**config.mk**
```make
export PLATFORM = sky130hd
export DESIGN_NAME = puf_challenge_driver
export DESIGN_NICKNAME = d
export VERILOG_FILES = /design/src/rtl/puf_challenge_driver.sv
export SDC_FILE = /design/constraint.sdc
export NUM_CORES = 1
export LEC_CHECK = 0
export BUFFER_PORTS_ARGS = -buffer_cell sky130_fd_sc_hd__buf_4
export CAP_MARGIN = 40
export CORE_MARGIN = 4
export CORE_UTILIZATION = 55
export DETAILED_ROUTE_END_ITERATION = 12
export GPL_TIMING_DRIVEN = 1
export PLACE_DENSITY = 0.72
export SYNTH_ARGS = -nofsm -noshare
export SYNTH_HDL_FRONTEND = slang
export SYNTH_SLANG_ARGS = --single-unit
```
**constraint.sdc**
```tcl
create_clock -name clk -period 2.8 [get_ports clk]
set_clock_uncertainty 0.2 [all_clocks]
set_input_delay 0.56 -clock clk [delete_from_list [all_inputs] [get_ports clk]]
set_output_delay 0.56 -clock clk [all_outputs]
set_load 0.02 [all_outputs]
```
**src/rtl/puf_challenge_driver.sv**
```systemverilog
// RO-PUF challenge initiator: steps through the 4 challenges, times each
// measurement window, samples synchronized counters and returns resp/tie_mask.
module puf_challenge_driver #(
  parameter int unsigned WIN_CYCLES    = 8,
  parameter int unsigned SETTLE_CYCLES = 3,
  parameter int unsigned CNT_W         = 4
) (
  input  logic             clk,
  input  logic             reset,
  input  logic             start,
  input  logic             abort,
  output logic             busy,
  output logic             puf_en,
  output logic             puf_rst,
  output logic [1:0]       puf_sel,
  input  logic [CNT_W-1:0] cnt_a,
  input  logic [CNT_W-1:0] cnt_b,
  output logic [3:0]       resp,
  output logic [3:0]       tie_mask,
  output logic             resp_valid,
  input  logic             resp_ready
);

  typedef enum logic [2:0] {
    S_IDLE,
    S_CLEAR,
    S_RUN,
    S_SETTLE,
    S_SAMPLE,
    S_DONE
  } state_t;

  localparam logic [15:0] CLR_LAST = 16'd1;
  localparam logic [15:0] RUN_LAST = 16'(WIN_CYCLES - 1);
  localparam logic [15:0] SET_LAST = 16'(SETTLE_CYCLES - 1);

  state_t           state_q, state_d;
  logic [15:0]      timer_q, timer_d;
  logic [1:0]       ch_q, ch_d;
  logic [3:0]       resp_q, resp_d;
  logic [3:0]       tie_q, tie_d;
  logic [CNT_W-1:0] cnt_a_meta_q, cnt_a_meta_d, cnt_a_sync_q, cnt_a_sync_d;
  logic [CNT_W-1:0] cnt_b_meta_q, cnt_b_meta_d, cnt_b_sync_q, cnt_b_sync_d;

  // Two-flop synchronizers for the counters crossing in from the ring oscillators.
  always_comb begin
    cnt_a_meta_d = cnt_a;
    cnt_a_sync_d = cnt_a_meta_q;
    cnt_b_meta_d = cnt_b;
    cnt_b_sync_d = cnt_b_meta_q;
  end

  always_comb begin
    state_d = state_q;
    timer_d = timer_q;
    ch_d    = ch_q;
    resp_d  = resp_q;
    tie_d   = tie_q;
    if (abort && (state_q != S_IDLE)) begin
      state_d = S_IDLE;
      timer_d = 16'd0;
      ch_d    = 2'd0;
      resp_d  = 4'd0;
      tie_d   = 4'd0;
    end else begin
      case (state_q)
        S_IDLE: begin
          if (start && !abort) begin
            state_d = S_CLEAR;
            timer_d = 16'd0;
            ch_d    = 2'd0;
            resp_d  = 4'd0;
            tie_d   = 4'd0;
          end
        end
        S_CLEAR: begin
          if (timer_q == CLR_LAST) begin
            state_d = S_RUN;
            timer_d = 16'd0;
          end else begin
            timer_d = timer_q + 16'd1;
          end
        end
        S_RUN: begin
          if (timer_q == RUN_LAST) begin
            state_d = S_SETTLE;
            timer_d = 16'd0;
          end else begin
            timer_d = timer_q + 16'd1;
          end
        end
        S_SETTLE: begin
          if (timer_q == SET_LAST) begin
            state_d = S_SAMPLE;
            timer_d = 16'd0;
          end else begin
            timer_d = timer_q + 16'd1;
          end
        end
        S_SAMPLE: begin
          // A tie yields resp=0 naturally since the compare is strict.
          resp_d[ch_q] = (cnt_b_sync_q > cnt_a_sync_q);
          tie_d[ch_q]  = (cnt_b_sync_q == cnt_a_sync_q);
          if (ch_q == 2'd3) begin
            state_d = S_DONE;
          end else begin
            ch_d    = ch_q + 2'd1;
            state_d = S_CLEAR;
          end
        end
        S_DONE: begin
          if (resp_ready) state_d = S_IDLE;
        end
        default: state_d = S_IDLE;
      endcase
    end
  end

  always_ff @(posedge clk or negedge reset) begin
    if (!reset) begin
      state_q      <= S_IDLE;
      timer_q      <= 16'd0;
      ch_q         <= 2'd0;
      resp_q       <= 4'd0;
      tie_q        <= 4'd0;
      cnt_a_meta_q <= '0;
      cnt_a_sync_q <= '0;
      cnt_b_meta_q <= '0;
      cnt_b_sync_q <= '0;
    end else begin
      state_q      <= state_d;
      timer_q      <= timer_d;
      ch_q         <= ch_d;
      resp_q       <= resp_d;
      tie_q        <= tie_d;
      cnt_a_meta_q <= cnt_a_meta_d;
      cnt_a_sync_q <= cnt_a_sync_d;
      cnt_b_meta_q <= cnt_b_meta_d;
      cnt_b_sync_q <= cnt_b_sync_d;
    end
  end

  // Outputs decode straight from the state so an async reset drops puf_en at once.
  always_comb begin
    busy       = (state_q != S_IDLE);
    puf_en     = (state_q == S_RUN);
    puf_rst    = (state_q == S_IDLE) || (state_q == S_CLEAR) || (state_q == S_DONE);
    puf_sel    = ch_q;
    resp       = resp_q;
    tie_mask   = tie_q;
    resp_valid = (state_q == S_DONE);
  end

endmodule

```
==> results of run 1 <==
-- final cells by class --
| class | instances | share of cell area [%] |
|---|---|---|
| well taps | 50 | 2.424 |
| repair buffers | 27 | 7.853 |
| inverters | 14 | 2.036 |
| multi-input cells | 157 | 40.28 |
| clock buffers | 5 | 2.666 |
| flip-flops and latches | 45 | 43.63 |
| clock inverters | 3 | 1.115 |
-- metrics by stage --
stage	hold slack (ns)	std cells
after floorplan	0.06441	224
after global placement	0.1319	293
after detailed placement	0.1372	293
after CTS	0.05376	301
after global routing	0.07614	301
final	0.02109	301
-- worst max-delay path: stages, from the launching register on --
cell and delay, ns:
dfrtp_1 0.43, inv_1 0.09, ha_1 0.13, nor4b_1 0.23, nand4_1 0.17, and3_1 0.34, nor3_4 0.45, o32ai_2 0.14
-- cells by family after synthesis --
| group | Yosys count | share of synthesized area, % |
|---|---|---|
| and+or+nand+nor | 78 | 18.72 |
| AOI/OAI and AO/OA | 63 | 18.50 |
| DFF | 45 | 49.26 |
| buffers and inverters | 22 | 5.254 |
| adders and majority gates | 12 | 6.459 |
| muxes | 3 | 1.423 |
| xor gates and xnor gates | 1 | 0.3832 |
-- how the worst min path moves through the flow --
stage                               start               to  slack, ns  cells after the start
after detailed placement  cnt_b_meta_q[0]  cnt_b_sync_q[0]       0.14                      0
after global routing                reset       timer_q[7]       0.08                      1
after global placement    cnt_a_meta_q[2]  cnt_a_sync_q[2]       0.13                      0
after floorplan                     reset  cnt_a_meta_q[0]       0.06                      0
final                               reset      timer_q[11]       0.02                      1
after CTS                           reset       timer_q[7]       0.05                      1
-- registers in the layout (all words and copies together), names as in the netlist --
signal        flops
cnt_a_meta_q      4
cnt_a_sync_q      4
cnt_b_meta_q      4
cnt_b_sync_q      4
puf_sel           2
resp              4
state_q           3
tie_mask          4
timer_q          16
-- synth_stat cells (4+ instances only) --
cell	number	area [um2]
dfrtp_1	45	1126
nor2_1	23	86.33
o21ai_0	23	115.1
inv_1	14	52.55
nand2_1	12	45.04
ha_1	11	137.6
nand3_1	11	55.05
a22o_1	10	87.58
a21oi_1	7	35.03
o21ai_1	7	35.03
nand4_1	4	25.02
nor3_1	4	20.02
-- layer usage --
| layer | vias to the layer above | part of all wire (%) | wire length (um) |
|---|---|---|---|
| met5 | - | 0 | 0 |
| met4 | 0 | 1.3 | 57 |
| met3 | 5 | 7.7 | 335 |
| met2 | 52 | 43 | 1876 |
| met1 | 813 | 48 | 2108 |
| li1 | 861 | - | - |
-- power by group --
| group | leakage (nW) | total (mW) | internal (mW) | switching [mW] |
|---|---|---|---|---|
| Combinational | 0.510 | 0.512 | 0.183 | 0.329 |
| Clock | 0.0511 | 0.432 | 0.188 | 0.244 |
| Sequential | 0.588 | 0.740 | 0.686 | 0.0537 |
| Total | 1.15 | 1.68 | 1.06 | 0.626 |
==> flow_summary_export.csv, run 1 <==
group,metric,value,unit
run_status,outcome,"completed",
power_and_ir_drop,total_power,1.684,mW
drt,drc_errors,0,
die,die-area,0.005252,mm2
timing,post-route-min-period,2.319,ns
critical_path,crit_end,"timer_q[2]",
global_routing,grt_max_degree,46,
global_routing,grt.met2_usage,26.39,%
finish,nFillCells,317,
finish,diodes,0,
die,core,0.004000,mm2
timing,postLayoutSetupSlackWorst,0.4813,ns
die,dieWidth,72.47,um
critical_path,r2r_cells,7,
timing,rsz0062_at_grt,"false",
timing,fmax,431.3,MHz
global_routing,grt_first_pass_wirelength,7700,um
clock_tree,post-cts-setup-buffers,0,
job,cap_violations,0,
finish,drive_gt1_share,19.92,%
placed_design,gp_congestion,0.8767,
critical_path,r2r-start,"timer_q[1]",
power_and_ir_drop,p_per_area,652.4,mW/mm2
synth,syn_area_per_cell,10.21,um2
synth,synth_cell_types,48,
timing,slew_viol_final,0,
global_routing,met1_usage,28.49,%
global_routing,antenna_found_initial,0,
synth,synth_warnings,0,
finish,area_growth,12.92,%
synth,synthCells,224,
drt,ant_nets,0,
synth,syn_nets,248,
global_routing,overflow,0,
drt,vias,1731,
critical_path,crit_type,"reg -> reg",
global_routing,grt.busiest_layer,"met1",
placed_design,pre_cts_ws,0.4826,ns
synth,syn_area,0.002286,mm2
critical_path,crit_required,2.77,ns
power_and_ir_drop,vdd_ir_drop_max,0.0003867,V
finish,seq_area,0.001126,mm2
clock_tree,cts_resized,0,
clock_tree,numCtsBuffers,5,
critical_path,crit_start,"timer_q[1]",
critical_path,worstPathMaxFanout,10,
clock_tree,ctsHoldBuffers,0,
timing,fin_crit_sh,82.81,%
timing,finalSetupTns,0,ns
min_path,hold_path.class,"in -> async",
critical_path,worstPathArrival,2.29,ns
drt,drt_iter0_drc,198,
critical_path,r2r_slack,0.48,ns
placed_design,dpl.hpwl,3199,um
clock_tree,root_buffer,"clkbuf_8",
synth,ys_seq_area_share,49.26,%
clock_tree,tritoncts,"built",
finish,layout_commonest_cell,"dfrtp_1",
global_routing,grt_pass1_vias,1617,
die,start_util,57.15,%
timing,relSlewSlack,63.95,%
global_routing,grt_usage,19.05,%
drt,routed_wl,4377,um
clock_tree,cts_sinks,45,
synth,synth_edf_count,0,
power_and_ir_drop,power.leakage,1.148,nW
critical_path,end_kind,"flip-flop",
finish,fin_area,0.002581,mm2
synth,async_reset_ff_share,100.0,%
synth,ys.flop_type,"dfrtp_1",
finish,fin_util,64.53,%
placed_design,io_buffers,26,
global_routing,grtUsageMet3,5.402,%
finish,layout_common_cells,"dfrtp_1 (45), buf_4 (27), nor2_1 (23), o21ai_0 (23), inv_1 (14)",
clock_tree,clkTransAtPathRegs,0.09,ns
drt,drtPass1Iterations,4,
timing,finalSetupViolCount,0,
finish,multi_input_area,0.001040,mm2
timing,worst_slew_pin_slew,0.5408,ns
die,ios,27,
clock_tree,clock_latency,0.30,ns
die,num_rows,23,
critical_path,startpoint_type,"flip-flop",
clock_tree,clk_path_buf_depth,2,
drt,wl_per_cell,14.54,um
placed_design,placed_area,0.002484,mm2
finish,fin_nets,274,
drt,vias_per_cell,5.751,
clock_tree,cts_htree_levels,2,
critical_path,reg2reg_to,"timer_q[2]",
synth,synth_seq_cells,45,
die,die_h,72.47,um
timing,hold_viol,0,
(Power assumes the default switching activity.)
==> run 2, diff against run 1 <==
--- a/config.mk
+++ b/config.mk
@@ -5,13 +5,14 @@
 export SDC_FILE = /design/constraint.sdc
 export NUM_CORES = 1
 export LEC_CHECK = 0
+export ABC_AREA = 1
 export BUFFER_PORTS_ARGS = -buffer_cell sky130_fd_sc_hd__buf_4
 export CAP_MARGIN = 40
 export CORE_MARGIN = 4
 export CORE_UTILIZATION = 55
 export DETAILED_ROUTE_END_ITERATION = 12
 export GPL_TIMING_DRIVEN = 1
-export PLACE_DENSITY = 0.72
+export PLACE_DENSITY = 0.71
 export SYNTH_ARGS = -nofsm -noshare
 export SYNTH_HDL_FRONTEND = slang
 export SYNTH_SLANG_ARGS = --single-unit
==> constraint.sdc (replaced) <==
create_clock -name clk -period 2.2 [get_ports clk]
set_clock_uncertainty 0.2 [all_clocks]
set_input_delay 0.44 -clock clk [delete_from_list [all_inputs] [get_ports clk]]
set_output_delay 0.44 -clock clk [all_outputs]
set_load 0.02 [all_outputs]
==> flow_summary_export.csv, run 2 <==
group,metric,value,unit
timing,relSlewSlack,62.69,%
finish,fin_nets,364,
finish,largest_reg_flops,16,
clock_tree,numCtsBuffers,5,
critical_path,r2r_slack,0.29,ns
power_and_ir_drop,power.leakage,1.438,nW
synth,syn_nets,336,
die,core,0.004414,mm2
timing,rsz0062_at_grt,"false",
synth,ys_top_cells_by_count,"nand2_1 (87), dfrtp_1 (45), inv_1 (37)",
timing,slew_viol_final,0,
die,die-area,0.005797,mm2
timing,postLayoutSetupSlackWorst,0.1619,ns
critical_path,max_stage_delay,0.67,ns
critical_path,path_cells,"nand3_4, inv_1, buf_4",
critical_path,worstPathMaxFanout,13,
timing,finalSetupViolCount,0,
min_path,holdPathEnd,"cnt_b_meta_q[0]",
critical_path,r2r-start,"state_q[1]",
finish,regMostFlops,"timer_q",
synth,synth_seq_cells,45,
drt,drt_iter0_drc,93,
synth,synth_cell_types,34,
synth,ys_seq_area_share,44.10,%
global_routing,grt_first_pass_wirelength,9052,um
min_path,holdPathStages,1,
finish,nFillCells,382,
power_and_ir_drop,p_comb_share,31.1,%
power_and_ir_drop,pwr-share-seq,40.7,%
global_routing,grt_pass1_vias,1977,
finish,multi_input_area,0.001202,mm2
placed_design,gp_congestion,0.9221,
finish,layout_commonest_cell,"nand2_1",
min_path,hold_path.class,"in -> reg",
power_and_ir_drop,vdd_ir_drop_max,0.0004832,V
timing,fmax,490.7,MHz
power_and_ir_drop,p_sw,0.9075,mW
synth,synth_warnings,0,
clock_tree,post-cts-setup-buffers,0,
critical_path,worstPathArrival,1.40,ns
drt,drc_errors,0,
drt,routed_wl,4947,um
drt,vias_per_cell,5.211,
drt,ant_nets,0,
placed_design,dpl.hpwl,3609,um
synth,synth_top_area_share,44.10,%
die,start_util,57.85,%
clock_tree,cts_sinks,45,
job,cap_violations,0,
synth,synth_most_common_cell,"nand2_1",
finish,drive_gt1_share,19.65,%
timing,post-route-min-period,2.038,ns
die,die_h,76.14,um
global_routing,overflow,0,
critical_path,crit_type,"reg -> out",
synth,syn_area_per_cell,8.185,um2
global_routing,antenna_found_initial,0,
power_and_ir_drop,switching_share,37.64,%
global_routing,grt_max_degree,46,
synth,ys.flop_type,"dfrtp_1",
critical_path,cp_slowest_cell,"dfrtp_1",
finish,layout_common_cells,"nand2_1 (87), dfrtp_1 (44), inv_1 (37)",
die,ios,27,
timing,worst_slew_pin_slew,0.5597,ns
clock_tree,clock_latency,0.30,ns
power_and_ir_drop,p_clk_share,28.1,%
finish,seq_area,0.001127,mm2
clock_tree,tritoncts,"built",
critical_path,crit_start,"state_q[1]",
drt,drtPass1Iterations,4,
critical_path,reg2reg_to,"state_q[1]",
clock_tree,clkTransAtPathRegs,0.09,ns
power_and_ir_drop,p_int,1.504,mW
drt,vias,2048,
run_status,outcome,"completed",
finish,diodes,0,
global_routing,grt_usage,18.77,%
placed_design,io_buffers,26,
critical_path,startpoint_type,"flip-flop",
synth,synthTopCellsByArea,"dfrtp_1 (44%), nand2_1 (13%), inv_1 (5.4%)",
power_and_ir_drop,p_per_area,835.7,mW/mm2
synth,async_reset_ff_share,100.0,%
synth,synth_top_area_cell,"dfrtp_1",
drt,wl_per_cell,12.59,um
clock_tree,clk_path_buf_depth,2,
synth,syn_area,0.002554,mm2
synth,synthCells,312,
finish,fin_util,65.36,%
die,num_rows,24,
placed_design,pre_cts_ws,0.2275,ns
clock_tree,root_buffer,"clkbuf_8",
die,dieWidth,76.14,um
timing,hold_viol,0,
timing,finalSetupTns,0,ns
critical_path,r2r_cells,7,
critical_path,crit_required,1.56,ns
critical_path,end_kind,"output port",
clock_tree,cts_htree_levels,2,
timing,fin_crit_sh,92.64,%
finish,area_growth,12.98,%
synth,synth_edf_count,0,
min_path,min_from,"cnt_b[0]",
-- run 2: cell count changes after synthesis, moves of 4 or more --
cell,delta
o21ai_2,+4
nor2_2,+5
a22o_1,-10
inv_1,+23
xor2_1,+5
nor2_1,+9
a21oi_2,+7
o21ai_1,-6
nand2_1,+75
-- run 2: per-stage QoR --
stage / total power [mW] / hold WS, ns / cells / instance area (um2)
CTS: 2.442 / 0.03231 / 393 / 2884
floorplan: 1.618 / -0.05559 / 312 / 2554
global placement: 1.744 / 0.1330 / 384 / 2750
global route: 2.594 / 0.01686 / 393 / 2885
finish: 2.411 / 0.04284 / 393 / 2885
detailed placement: 1.758 / 0.1347 / 384 / 2750
-- run 2: kinds of logic (layout without fill, tap and decap cells) --
kind of cell / count (synthesis) / count (layout) / synth area share (%)
DFF: 45 / 45 / 44.10
buffers and inverters: 47 / 76 / 8.819
adders and majority gates: 11 / 11 / 5.389
xor gates and xnor gates: 6 / 6 / 2.058
AOI/OAI and AO/OA: 44 / 44 / 11.02
and+or+nand+nor: 159 / 159 / 28.61
-- run 2: power by group through the flow --
stage	sequential (mW)	clock, mW	combinational (mW)
CTS	0.984	0.697	0.760
floorplan	0.947	0	0.672
detailed placement	1.00	0	0.757
finish	0.983	0.678	0.750
global route	0.998	0.741	0.855
global placement	0.997	0	0.748
-- run 2: area by class of cell --
cell class / count / share of cell area (%)
Multi-Input combinational cell: 220 / 41.67
Sequential cell: 45 / 39.07
Timing Repair Buffer: 27 / 7.112
Inverter: 41 / 5.594
Clock buffer: 6 / 2.862
Tap cell: 52 / 2.255
Clock inverter: 2 / 1.431
-- run 2: timing repair --
action / CTS / global route
hold buffers: 1 / 0
endpoints found under the hold margin: 45 / 0
resized for setup: 0 / 1
setup endpoints to repair: 0 / 1
-- run 2: worst max path at each step --
stage / end / slack (ns)
after detailed placement: state_q[1] / 0.23
after floorplan: timer_q[14] / 0.57
after CTS: puf_en / 0.06
after global routing: puf_en / 0.07
after global placement: state_q[1] / 0.25
final: puf_en / 0.16
-- run 2: per-layer routing --
metal  global-route usage [%]  part of all wire (%)  vias to the layer above  wire, um
met5                        0                     0                        -         0
met1                    26.13                    48                      931      2394
met2                    28.77                    44                       55      2192
li1                         -                     -                     1053         -
met3                    5.201                   5.9                        9       290
met4                    5.245                   1.4                        0        70
-- run 2: worst max-delay path, delay by kind of cell (launching register included) --
kind / cells / cell delay (ns)
buf+inv: 2 / 0.30
simple gates: 1 / 0.12
flops: 1 / 0.67
